[config.mk]
export PLATFORM = sky130hd
export DESIGN_NAME = regfile
export DESIGN_NICKNAME = d
export VERILOG_FILES = /design/src/rtl/regfile_pkg.sv /design/src/rtl/regfile_dbg.sv /design/src/rtl/regfile.sv
export SDC_FILE = /design/constraint.sdc
export NUM_CORES = 1
export LEC_CHECK = 0
export CAP_MARGIN = 20
export CORE_MARGIN = 4
export CORE_UTILIZATION = 45
export DETAILED_ROUTE_END_ITERATION = 8
export HOLD_SLACK_MARGIN = 0.05
export PLACE_DENSITY = 0.71
export REMOVE_ABC_BUFFERS = 1
export SYNTH_ARGS = -nofsm -noshare
export SYNTH_HDL_FRONTEND = slang
export SYNTH_SLANG_ARGS = --single-unit
export TNS_END_PERCENT = 5
[constraint.sdc]
create_clock -name clk -period 29.6 [get_ports clk]
set_clock_uncertainty 0.05 [all_clocks]
set_input_delay 5.92 -clock clk [delete_from_list [all_inputs] [get_ports clk]]
set_output_delay 5.92 -clock clk [all_outputs]
set_load 0.005 [all_outputs]
[src/rtl/regfile_pkg.sv]
// Shared Y86 register-file definitions: data widths, register IDs and the
// debug-port state encoding.
package regfile_pkg;

  localparam int WORD   = 32;
  localparam int NIBBLE = 4;

  localparam logic [NIBBLE-1:0] REAX  = 4'h0;
  localparam logic [NIBBLE-1:0] RECX  = 4'h1;
  localparam logic [NIBBLE-1:0] REDX  = 4'h2;
  localparam logic [NIBBLE-1:0] REBX  = 4'h3;
  localparam logic [NIBBLE-1:0] RESP  = 4'h4;
  localparam logic [NIBBLE-1:0] REBP  = 4'h5;
  localparam logic [NIBBLE-1:0] RESI  = 4'h6;
  localparam logic [NIBBLE-1:0] REDI  = 4'h7;
  localparam logic [NIBBLE-1:0] RNONE = 4'hF;

  typedef enum logic {
    DBG_IDLE = 1'b0,
    DBG_RESP = 1'b1
  } dbg_state_e;

  // IDs 8..15 (illegal IDs and RNONE) all have the top bit set.
  function automatic logic is_reg(input logic [NIBBLE-1:0] id);
    return (id[NIBBLE-1] == 1'b0);
  endfunction

endpackage

[src/rtl/regfile_dbg.sv]
// Debug read port: samples the selected register on a request and presents
// it for one cycle; a request arriving during the response cycle waits.
module regfile_dbg
  import regfile_pkg::*;
(
  input  logic            clk,
  input  logic            rst,
  input  logic            i_req,
  input  logic [WORD-1:0] i_rdata,
  output logic [WORD-1:0] o_data,
  output dbg_state_e      o_state
);

  dbg_state_e      r_state;
  dbg_state_e      w_next;
  logic            w_capture;
  logic [WORD-1:0] r_data;

  always_ff @(posedge clk or posedge rst) begin
    if (rst) r_state <= DBG_IDLE;
    else     r_state <= w_next;
  end

  always_comb begin
    w_next = r_state;
    case (r_state)
      DBG_IDLE: if (i_req) w_next = DBG_RESP;
      DBG_RESP: w_next = DBG_IDLE;
      default:  w_next = DBG_IDLE;
    endcase
  end

  always_comb begin
    w_capture = (r_state == DBG_IDLE) && i_req;
  end

  // i_rdata is the pre-write register value at the capturing edge.
  always_ff @(posedge clk or posedge rst) begin
    if (rst)            r_data <= '0;
    else if (w_capture) r_data <= i_rdata;
  end

  assign o_data  = r_data;
  assign o_state = r_state;

endmodule

[src/rtl/regfile.sv]
// Y86 architectural register file: two combinational decode read ports, two
// write-back write ports (M wins on a shared destination), retired-write
// counter and a registered debug read port.
module regfile
  import regfile_pkg::*;
(
  input  logic              clk,
  input  logic              rst,
  input  logic [NIBBLE-1:0] d_srcA_i,
  input  logic [NIBBLE-1:0] d_srcB_i,
  output logic [WORD-1:0]   d_rvalA_o,
  output logic [WORD-1:0]   d_rvalB_o,
  input  logic              W_en_i,
  input  logic [NIBBLE-1:0] W_dstE_i,
  input  logic [WORD-1:0]   W_valE_i,
  input  logic [NIBBLE-1:0] W_dstM_i,
  input  logic [WORD-1:0]   W_valM_i,
  input  logic [2:0]        dbg_addr_i,
  input  logic              dbg_req_i,
  output logic [WORD-1:0]   dbg_data_o,
  output logic              dbg_valid_o,
  output logic [31:0]       wr_count_o
);

  logic [WORD-1:0] r_regs [8];
  logic [31:0]     r_wr_count;
  logic            w_we_e;
  logic            w_we_m;
  logic [1:0]      w_inc;
  logic [WORD-1:0] w_dbg_rdata;
  dbg_state_e      w_dbg_state;

  // popl %esp: both ports target the same register, M carries the value.
  assign w_we_m = W_en_i && is_reg(W_dstM_i);
  assign w_we_e = W_en_i && is_reg(W_dstE_i) && (W_dstE_i != W_dstM_i);
  assign w_inc  = {1'b0, w_we_e} + {1'b0, w_we_m};

  always_ff @(posedge clk or posedge rst) begin
    if (rst) begin
      for (int i = 0; i < 8; i++) r_regs[i] <= '0;
      r_wr_count <= '0;
    end else begin
      if (w_we_e) r_regs[W_dstE_i[2:0]] <= W_valE_i;
      if (w_we_m) r_regs[W_dstM_i[2:0]] <= W_valM_i;
      r_wr_count <= r_wr_count + {30'd0, w_inc};
    end
  end

  always_comb begin
    d_rvalA_o = '0;
    d_rvalB_o = '0;
    if (is_reg(d_srcA_i)) d_rvalA_o = r_regs[d_srcA_i[2:0]];
    if (is_reg(d_srcB_i)) d_rvalB_o = r_regs[d_srcB_i[2:0]];
  end

  assign w_dbg_rdata = r_regs[dbg_addr_i];

  regfile_dbg u_dbg (
    .clk     (clk),
    .rst     (rst),
    .i_req   (dbg_req_i),
    .i_rdata (w_dbg_rdata),
    .o_data  (dbg_data_o),
    .o_state (w_dbg_state)
  );

  assign dbg_valid_o = (w_dbg_state == DBG_RESP);
  assign wr_count_o  = r_wr_count;

endmodule
==> impl_metrics.json, run 1 <==
{
  "outcome": "finished clean",
  "crit_fanout": 36,
  "synthXorXnorAreaFrac_pct": 1.61,
  "ir_worst_vdd_mv": 0.0415,
  "multi_input_area_mm2": 0.0116,
  "synth_edf_count": 0,
  "fmax_ghz": 0.0690,
  "grt_overflow": 0,
  "switchingPower_uw": 517,
  "nNetsFinal": 2285,
  "cts_tree": "built",
  "crit_chain": "buf_4, buf_4, mux4_2, mux2i_1, nor2_1, clkdlybuf4s50_1",
  "htree_levels": 2,
  "avgSynthCellArea_um2": 9.56,
  "drt-initial-drc-count": 2379,
  "yosysSeqAreaShare_pct": 39.1,
  "path_class": "in2out",
  "critical_path_arrival_ns": 8.52,
  "crit_path_end_kind": "output pin",
  "fp.dieH_um": 222,
  "maxSlewViolCount": 0,
  "post-route-period-util_pct": 48.9,
  "synth_fa_ha_area_share_pct": 0.158,
  "via_count": 18300,
  "cts_max_path_buffers": 3,
  "async_reset_ff_share_pct": 100,
  "place.port_buffers": 215,
  "final.setup.tns_ns": 0,
  "synth_ff_type": "dfrtp_1",
  "cts_buffers": 40,
  "required_ns": 23.63,
  "seq_area_mm2": 0.00803,
  "synth_seq_cells": 321,
  "routedWlPerCell_um": 25.1,
  "rows": 78,
  "critPathMostFrequentCell": "buf_4",
  "finalHoldWorstSlack_ns": 0.426,
  "slowest_delay_ns": 0.69,
  "hold_violations": 0,
  "grt_max_degree": 105,
  "cts.sinks": 321,
  "clk_latency_ns": 0.59,
  "gp_congestion": 0.829,
  "p_leak_uw": 0.0101,
  "wirelength_um": 71000,
  "grt_use_total_pct": 28.3,
  "io_pins": 216,
  "setup_viol": 0,
  "fillerInstances": 3987,
  "post_cts_buffers": 0,
  "route.detailed.drc": 0,
  "fp.dieW_um": 222,
  "p_per_area_mw_per_mm2": 68.3,
  "grt_pass1_vias": 18500,
  "cts_resized": 0,
  "clkSlewWorstSetupHoldPaths_ns": 0.05,
  "max_slew_margin_pct": 21.7,
  "vias_per_cell": 6.48,
  "area_growth_pct": 17.6,
  "core-area_mm2": 0.0453,
  "p_clk_share_pct": 32.5,
  "dp_hpwl_um": 41100,
  "worst_slew_pin_slew_ns": 1.17,
  "netlist_instances": 2151,
  "synth_top_family_by_area": "multiplexers",
  "pwr-share-seq_pct": 40.3,
  "synth-simple-area-share_pct": 18.3,
  "internal-power_uw": 1130,
  "die_area_mm2": 0.0492,
  "combPwrFrac_pct": 27.2,
  "grt_pass1_wl_um": 110000,
  "start_util_pct": 45.4,
  "maxCapViolCount": 0,
  "p_sw_share_pct": 31.3,
  "finalCriticalPeriod_ns": 14.49,
  "synth_warnings": 0,
  "rsz0062_at_grt": "no",
  "dr_wl_met2_um": 32100,
  "synthDistinctLibCells": 38,
  "synth.area.mux_share_pct": 25.7,
  "holdBufCountCts": 0,
  "drt-met1-wl_um": 27500,
  "antenna_found_initial": 7,
  "final_common_cell": "nand2_1",
  "root_buffer": "clkbuf_16",
  "dr.pass1.iters": 6,
  "top_layer": "met5",
  "cp_slowest_cell": "buf_4",
  "synth_compound_area_share_pct": 9.94,
  "final_layout_size_suffix_gt1_share_pct": 14.9,
  "worstSetupStartpointType": "primary input",
  "hp-class": "reg2reg",
  "dr_wl_met3_um": 8970,
  "ant_nets": 0,
  "netlist_area_mm2": 0.0206,
  "mostFrequentLayoutCells": "nand2_1, nor2_1, dfrtp_1, a31oi_1, clkdlybuf4s50_1"
}
Yosys cell counts, drive strengths merged, types with 2 or more instances:
master	count	area share [%]
dfrtp	321	39
nand2b	5	0.15
o21ai	32	0.78
nor2b	3	0.091
xnor2	14	0.67
mux4	192	21
clkbuf	101	1.8
nand4	6	0.18
nand3	8	0.19
or4	2	0.073
and2	2	0.061
nand3b	3	0.11
nand2	563	10
and3b	2	0.085
and3	2	0.061
a311oi	8	0.86
nor3b	3	0.11
or2	4	0.12
inv	11	0.20
xor2	22	0.94
nor2	330	6.0
nor4	7	0.40
o311ai	4	0.32
nor3	8	0.19
mux2i	96	4.7
a31oi	256	7.8
a311o	4	0.19
and4	2	0.085
buf	137	3.2
power groups by stage:
stage | combinational, uW | clock (uW) | sequential, uW
after floorplan | 281 | 0 | 624
after global placement | 431 | 0 | 653
after detailed placement | 447 | 0 | 664
after CTS | 448 | 541 | 658
after global routing | 489 | 559 | 677
final | 449 | 537 | 665
cells by family after synthesis:
group           after synthesis
simple gates                951
flops                       321
compound gates              304
mux                         288
buf+inv                     249
xor+xnor                     36
fa+ha+maj                     2
layer usage:
| metal | track usage, % | vias to the layer above |
|---|---|---|
| li1 | - | 7704 |
| met1 | 38.6 | 9100 |
| met2 | 43.9 | 1291 |
| met3 | 8.12 | 207 |
| met4 | 9.40 | 10 |
| met5 | 0 | - |
final cells by class:
type,count,share of cell area [%]
Sequential cell,321,33.2
Clock inverter,21,1.42
Timing Repair Buffer,241,9.63
Multi-Input combinational cell,1581,47.9
Antenna cell,2,0.0207
Tap cell,600,3.10
Inverter,11,0.202
Clock buffer,51,4.48
registers in the layout (all words and copies together) (netlist names):
| signal | cells |
|---|---|
| u_dbg.o_data | 32 |
| r_regs | 256 |
| u_dbg.o_state | 1 |
| wr_count_o | 32 |
critical path: cells and delay by family:
kind / cells / cell delay (ns)
AND/OR/NAND/NOR: 1 / 0.08
multiplexers: 2 / 0.73
buffers and inverters: 3 / 1.71
worst paths after layout:
kind,start,end,slack (ns),depth (start not counted)
hold reg to reg,u_dbg.o_data[14],u_dbg.o_data[14],0.43,2
max in group asynchronous,rst,r_regs[131],22.14,3
setup reg to reg,wr_count_o[0],wr_count_o[30],27.04,8
hold / removal,u_dbg.o_data[14],u_dbg.o_data[14],0.43,2
setup / recovery,d_srcA_i[0],d_rvalA_o[10],15.11,6
min in group asynchronous,rst,r_regs[205],5.87,2
stage by stage:
stage	cells	cell area (um2)	utilization [%]	total power [uW]	worst slack, ns
global placement	2750	22700	50.1	1080	15.11
CTS	2823	24100	53.3	1650	15.06
global route	2827	24200	53.4	1730	14.91
finish	2828	24200	53.4	1650	15.11
floorplan	1913	19500	-	905	14.75
detailed placement	2751	22700	50.1	1110	15.07
No activity file was read; power rests on OpenSTA's default activity.
==> run 2: changes to the inputs <==
==> constraint.sdc (replaced) <==
create_clock -name clk -period 13.5 [get_ports clk]
set_clock_uncertainty 0.05 [all_clocks]
set_input_delay 2.7 -clock clk [delete_from_list [all_inputs] [get_ports clk]]
set_output_delay 2.7 -clock clk [all_outputs]
set_load 0.005 [all_outputs]
==> impl_metrics.json, run 2 (synthesis gave the netlist of run 1 again) <==
{
  "final_common_cell": "nand2_1",
  "die_area_mm2": 0.0492,
  "root_buffer": "clkbuf_16",
  "reg2reg_from": "wr_count_o[0]",
  "ff2ff_path_depth": 8,
  "ir_worst_vdd_mv": 0.0880,
  "cts_resized": 0,
  "setup_viol": 0,
  "dr.pass1.iters": 8,
  "rows": 78,
  "holdBufCountCts": 0,
  "cts_max_path_buffers": 3,
  "post-route-period-util_pct": 59.8,
  "htree_levels": 2,
  "p_per_area_mw_per_mm2": 146,
  "critical_path_arrival_ns": 5.32,
  "dp_hpwl_um": 41200,
  "fp.dieW_um": 222,
  "post_cts_buffers": 0,
  "wirelength_um": 71000,
  "vias_per_cell": 6.45,
  "area_growth_pct": 17.0,
  "routedWlPerCell_um": 25.1,
  "maxSlewViolCount": 0,
  "grt_use_total_pct": 28.2,
  "cp-startpoint": "d_srcA_i[0]",
  "regMostFlops": "r_regs",
  "crit_path_end": "d_rvalA_o[8]",
  "hold_violations": 0,
  "dpl_cell_area_mm2": 0.0227,
  "fin_cells": 2824,
  "reg2reg_slack_ns": 10.91,
  "via_count": 18200,
  "p_leak_uw": 0.0101,
  "worstSetupStartpointType": "primary input",
  "cts.sinks": 321,
  "max_slew_margin_pct": 23.5,
  "final.setup.tns_ns": 0,
  "core-area_mm2": 0.0453,
  "hp-class": "reg2reg",
  "nNetsFinal": 2285,
  "worst_slew_pin_slew_ns": 1.15,
  "cts_tree": "built",
  "fmax_ghz": 0.124,
  "path_class": "in2out",
  "clkSlewWorstSetupHoldPaths_ns": 0.05,
  "timing.rr.end": "wr_count_o[30]",
  "clk_latency_ns": 0.56,
  "start_util_pct": 45.4,
  "io_pins": 216,
  "finalCriticalPeriod_ns": 8.07,
  "mostFrequentLayoutCells": "nand2_1, nor2_1, dfrtp_1, a31oi_1, clkdlybuf4s50_1",
  "route.detailed.drc": 0,
  "fp.dieH_um": 222,
  "cts_buffers": 39,
  "place.port_buffers": 215,
  "dp_cells": 2752,
  "antenna_found_initial": 8,
  "fin_area_mm2": 0.0241,
  "crit_path_end_kind": "output pin",
  "grt_pass1_vias": 18100,
  "grt_pass1_wl_um": 109000,
  "ant_nets": 0,
  "drt-initial-drc-count": 2159,
  "largest_reg_flops": 256,
  "rsz0062_at_grt": "no",
  "gp_congestion": 0.830,
  "final_layout_size_suffix_gt1_share_pct": 14.7,
  "required_ns": 10.75,
  "grt_overflow": 0,
  "crit_fanout": 36,
  "maxCapViolCount": 0,
  "final_util_pct": 53.1,
  "outcome": "finished clean",
  "grt_max_degree": 102,
  "finalPower_uw": 3520
}
run 2: changes by cell type in the layout (fill, tap and decap cells not counted), sizes merged:
| cell | change |
|---|---|
| clkbuf | +6 |
| inv | -1 |
| clkinvlp | -2 |
| buf | +1 |
| clkinv | -4 |
| bufinv | -4 |
run 2: worst max-delay path, stage by stage:
cell	delay, ns
buf_4	0.51
buf_4	0.69
mux4_2	0.59
mux2i_1	0.18
nor2_1	0.06
clkdlybuf4s50_1	0.49
run 2: cell type report:
class | count | area, um2
timing repair buffer | 242 | 2340
inverter | 11 | 48.8
clock inverter | 10 | 129
multi-input combinational | 1581 | 11600
antenna | 2 | 5.00
sequential | 321 | 8030
fill | 3970 | 21200
tap | 600 | 751
clock buffer | 57 | 1170
run 2: layer usage:
layer	track usage (%)	vias to the layer above	wire length, um
li1	-	7706	-
met1	38.3	9025	26900
met2	43.7	1263	32100
met3	9.08	201	9380
met4	9.02	12	2480
met5	0	-	78
run 2: per-stage QoR:
stage                     hold WS (ns)  setup slack, ns
after global routing             0.449             5.19
after floorplan                  0.415             1.87
after CTS                        0.434             5.40
after global placement           0.409             5.45
final                            0.427             5.43
after detailed placement         0.421             5.41
run 2: report_power, final:
group | switching (uW) | total [uW] | internal, uW
registers | 261 | 1460 | 1200
clock network | 426 | 1080 | 654
logic | 405 | 982 | 577
run 2: how the worst min path moves through the flow:
stage | from | to | depth (start not counted)
after floorplan | wr_count_o[31] | wr_count_o[31] | 1
after global placement | wr_count_o[31] | wr_count_o[31] | 1
after detailed placement | u_dbg.o_data[12] | u_dbg.o_data[12] | 2
after CTS | u_dbg.o_data[14] | u_dbg.o_data[14] | 2
after global routing | u_dbg.o_data[14] | u_dbg.o_data[14] | 2
final | u_dbg.o_data[14] | u_dbg.o_data[14] | 2
==> run 3: changes to the inputs <==
==> constraint.sdc (replaced) <==
create_clock -name clk -period 7.65 [get_ports clk]
set_clock_uncertainty 0.05 [all_clocks]
set_input_delay 1.53 -clock clk [delete_from_list [all_inputs] [get_ports clk]]
set_output_delay 1.53 -clock clk [all_outputs]
set_load 0.005 [all_outputs]
==> impl_metrics.json, run 3 (synthesis gave the netlist of run 1 again) <==
{
  "fillerInstances": 3921,
  "worstSetupStartpointType": "primary input",
  "cp-startpoint": "d_srcB_i[0]",
  "finalCriticalPeriod_ns": 5.59,
  "setup_viol": 0,
  "vias_per_cell": 6.47,
  "via_count": 18300,
  "crit_fanout": 36,
  "htree_levels": 2,
  "cts_buffers": 39,
  "finalPower_uw": 6340,
  "nNetsFinal": 2285,
  "final_common_cell": "nand2_1",
  "ant_nets": 0,
  "seq_area_mm2": 0.00803,
  "grt_pass1_vias": 18300,
  "reg2reg_slack_ns": 5.12,
  "wirelength_um": 72300,
  "grt_max_degree": 181,
  "use_met1_pct": 37.4,
  "route.detailed.drc": 0,
  "io_pins": 216,
  "antenna_cells": 0,
  "antenna_found_initial": 5,
  "critical_path_arrival_ns": 4.01,
  "post_cts_buffers": 0,
  "dp_hpwl_um": 40600,
  "fp.dieW_um": 222,
  "path_class": "in2out",
  "reg2reg_from": "wr_count_o[0]",
  "cts_resized": 0,
  "maxSlewViolCount": 0,
  "p_leak_uw": 0.0101,
  "area_growth_pct": 17.6,
  "fp.dieH_um": 222,
  "ir_worst_vdd_mv": 0.179,
  "use_met3_pct": 8.38,
  "met2_usage_pct": 44.4,
  "holdBufCountCts": 0,
  "maxCapViolCount": 0,
  "clkSlewWorstSetupHoldPaths_ns": 0.06,
  "ff2ff_path_depth": 8,
  "cts.sinks": 321,
  "multi_input_area_mm2": 0.0116,
  "drt-initial-drc-count": 2291,
  "gp_congestion": 0.842,
  "grt_use_total_pct": 28.5,
  "p_per_area_mw_per_mm2": 262,
  "root_buffer": "clkbuf_16",
  "grt_overflow": 0,
  "post-route-period-util_pct": 73.1,
  "cts_tree": "built",
  "hp-class": "reg2reg",
  "dr.pass1.iters": 7,
  "cts_max_path_buffers": 3,
  "regMostFlops": "r_regs",
  "mostFrequentLayoutCells": "nand2_1, nor2_1, dfrtp_1, a31oi_1, clkdlybuf4s50_1",
  "crit_path_end_kind": "output pin",
  "required_ns": 6.07,
  "place.port_buffers": 215,
  "clk_latency_ns": 0.56,
  "crit_path_end": "d_rvalB_o[4]",
  "final_layout_size_suffix_gt1_share_pct": 15.0,
  "start_util_pct": 45.4,
  "worst_slew_pin_slew_ns": 1.20,
  "dpl_cell_area_mm2": 0.0227,
  "busiest_layer": "met2",
  "max_slew_margin_pct": 19.7,
  "core-area_mm2": 0.0453,
  "die_area_mm2": 0.0492,
  "hold_violations": 0,
  "fmax_ghz": 0.179,
  "outcome": "finished clean",
  "rows": 78,
  "fin_area_mm2": 0.0242,
  "timing.rr.end": "wr_count_o[24]",
  "rsz0062_at_grt": "no",
  "largest_reg_flops": 256,
  "routedWlPerCell_um": 25.6,
  "grt_pass1_wl_um": 109000
}
==> run 3: metal layers <==
metal  wire length [um]  part of all wire (%)  up-vias
met2              32700                    45     1395
met4               3320                   4.6       10
met1              26100                    36     8897
met5                 63                 0.087        -
met3              10200                    14      278
li1                   -                     -     7717
==> run 3: how the worst min path moves through the flow <==
stage	start	endpoint	slack (ns)	depth (start not counted)
2_1_floorplan	wr_count_o[31]	wr_count_o[31]	0.41	1
3_3_place_gp	u_dbg.o_data[11]	u_dbg.o_data[11]	0.41	2
3_5_place_dp	wr_count_o[31]	wr_count_o[31]	0.42	1
4_1_cts	wr_count_o[31]	wr_count_o[31]	0.43	1
5_1_grt	u_dbg.o_data[22]	u_dbg.o_data[22]	0.46	2
6_report	wr_count_o[31]	wr_count_o[31]	0.42	1
==> run 3: stage by stage <==
step	setup WS (ns)	util (%)	hold slack, ns	instances	setup TNS (ns)
after floorplan	-2.81	-	0.415	1913	-903.49
after global placement	2.06	50.2	0.411	2752	0
after detailed placement	2.05	50.2	0.416	2752	0
after CTS	2.03	53.3	0.427	2824	0
after global routing	1.88	53.4	0.459	2827	0
final	2.06	53.4	0.423	2827	0
==> run 3: critical path: stages <==
cell             delay [ns]
buf_4                  0.60
buf_4                  0.46
mux4_2                 0.56
mux2i_1                0.25
nor2_1                 0.07
clkdlybuf4s50_1        0.48
==> run 3: final cells by class <==
cell class,instances,share of cell area (%)
multi-input combinational,1581,48.0
sequential,321,33.2
clock buffer,54,4.65
inverter,11,0.202
timing repair buffer,242,9.77
tap,600,3.11
clock inverter,18,1.09
==> run 3: report_power, final <==
| part | internal, uW | switching (uW) |
|---|---|---|
| Combinational | 1020 | 752 |
| Clock | 1230 | 784 |
| Sequential | 2120 | 433 |
| Total | 4370 | 1970 |
==> RTL change, RTL diff (flow settings as in run 3) <==
The package constant `NIBBLE` goes from 4 to 8.
--- a/src/rtl/regfile_pkg.sv
+++ b/src/rtl/regfile_pkg.sv
@@ -4,5 +4,5 @@
 
   localparam int WORD   = 32;
-  localparam int NIBBLE = 4;
+  localparam int NIBBLE = 8;
 
   localparam logic [NIBBLE-1:0] REAX  = 4'h0;
Ports: changed (resized W_dstE_i, W_dstM_i, d_srcA_i and d_srcB_i); port bits go from 216 to 232. The function was not compared with the original's and may differ.
==> RTL change against run 3 <==
- final area fell by 0.93%
- setup slack improved by 0.087 ns
- fmax rose by 1.6%
- critical path depth did not move
- total power fell by 4.2%
- sequential cell count did not move
- area after synthesis fell by 0.58%
- wire length fell by 13%
- critical path type unchanged
- critical endpoint is now d_rvalA_o[21]
- largest cell class unchanged
- largest power group unchanged
- highest routed layer unchanged
==> RTL change: results <==
group,metric,value,unit
power,leakage,10.1,nW
placed_design,dp_hpwl,34900,um
cts,htree_levels,2,
cts,cts-resized-gates,0,
finish,clockBufferCount,60,
finish,seq_cell_count,321,
logic_synthesis,synthArstFlopShare,1.00,
detailed_routing,dr.pass1.iters,7,
logic_synthesis,synth_cell_type_count,31,
logic_synthesis,synthTopCellsByCount,"352 x mux2i_1, 329 x nor2_1, 321 x dfrtp_1",
global_routing,grt_max_degree,178,
placed_design,placed_cell_area,22800,sq um
placed_design,port_buffers,223,
finish,seq_share,0.335,
detailed_routing,wire_per_inst,24.8,um
detailed_routing,viasPerCell,6.11,
detailed_routing,wl,62800,um
global_routing,gr-usage-met2,0.402,
global_routing,met3_usage,0.0625,
logic_synthesis,synth-xor-area-share,0.0163,
cts,postCtsSetupRepairBufs,0,
logic_synthesis,synth_mux_area_frac,0.384,
placed_design,place_ws,2.13,ns
global_routing,grt_pass1_vias,15900,
placed_design,dpl.cell_count,2470,
placed_design,globalplace.congestion,0.816,
finish,drive_gt1_frac,0.152,
finish,clock_area_frac,0.0490,
finish,layout.nets,2023,
logic_synthesis,synth_area,20400,sq um
logic_synthesis,synthAdderAreaFrac,0.00159,
worst_setup_path,critPathArrivalTime,3.92,ns
detailed_routing,drt_iter0_drc,1563,
worst_setup_path,cp_max_fo,34,
global_routing,grt_pass1_wl,95700,um
finish,nFillCells,3856,
cts,insertion_delay,0.55,ns
cts,clockBufferDepth,3,
logic_synthesis,synthTopCellsByArea,"dfrtp_1 39%, mux4_2 21%, mux2i_1 17%",
global_routing,met1_usage,0.341,
timing,tightestPinTransition,1.17,ns
cts,cts_buffers,38,
finish,buffers,248,
finish,nonClkBufAreaFrac,0.101,
power,p_per_area,254,nW/um^2
finish,inv_count,5,
finish,nMultiInputCombCells,1304,
outcome,status,"complete, no violations",
timing,finalWorstSetupSlack,2.15,ns
finish,multi_input_area,11600,sq um
finish,diodes,2,
power,irDropWorstVdd,150,uV
cts,cts_root_buf,"clkbuf_16",
logic_synthesis,yosysSeqAreaShare,0.393,
logic_synthesis,synth_compound_area_frac,0.0749,
global_routing,grt_use_total,0.251,
logic_synthesis,avgSynthCellArea,11.1,sq um
worst_hold_path,hp-class,"reg2reg",
==> RTL change: changes by cell type after synthesis, sizes merged, moves of 6 or more <==
| cell | run 3 | this run |
|---|---|---|
| a21oi | 0 | 257 |
| a311oi | 8 | 0 |
| a31oi | 256 | 0 |
| buf | 137 | 98 |
| clkbuf | 101 | 118 |
| inv | 11 | 5 |
| mux2i | 96 | 352 |
| nand2 | 563 | 42 |
| nand3 | 8 | 16 |
| nor3 | 8 | 2 |
| xnor2 | 14 | 20 |
==> RTL change: path summary, 6_finish.rpt <==
kind                                  start                to  slack [ns]  cells after the start
max                             d_srcA_i[0]     d_rvalA_o[21]        2.15                      6
min                        u_dbg.o_data[13]  u_dbg.o_data[13]        0.42                      2
max reg2reg                   wr_count_o[0]    wr_count_o[28]        5.01                      7
min reg2reg                u_dbg.o_data[13]  u_dbg.o_data[13]        0.42                      2
max in group asynchronous               rst        r_regs[63]        4.65                      3
min in group asynchronous               rst     wr_count_o[6]        1.43                      2
==> RTL change: per-layer routing <==
layer	vias up	share of wire
met4	6	0.031
met3	143	0.092
met1	7714	0.40
met5	-	0.00054
li1	6870	-
met2	765	0.47
==> RTL change: where the power goes <==
part / internal [mW] / switching (mW) / leakage (nW) / total (mW)
combinational: 1.10 / 0.709 / 5.79 / 1.80
clock: 1.02 / 0.723 / 0.580 / 1.74
sequential: 2.12 / 0.403 / 3.78 / 2.53
==> RTL change: critical path, stage by stage <==
cell and delay, ns:
buf_4 0.61, buf_12 0.36, mux4_2 0.55, mux2i_1 0.26, nor2_1 0.08, clkdlybuf4s50_1 0.47
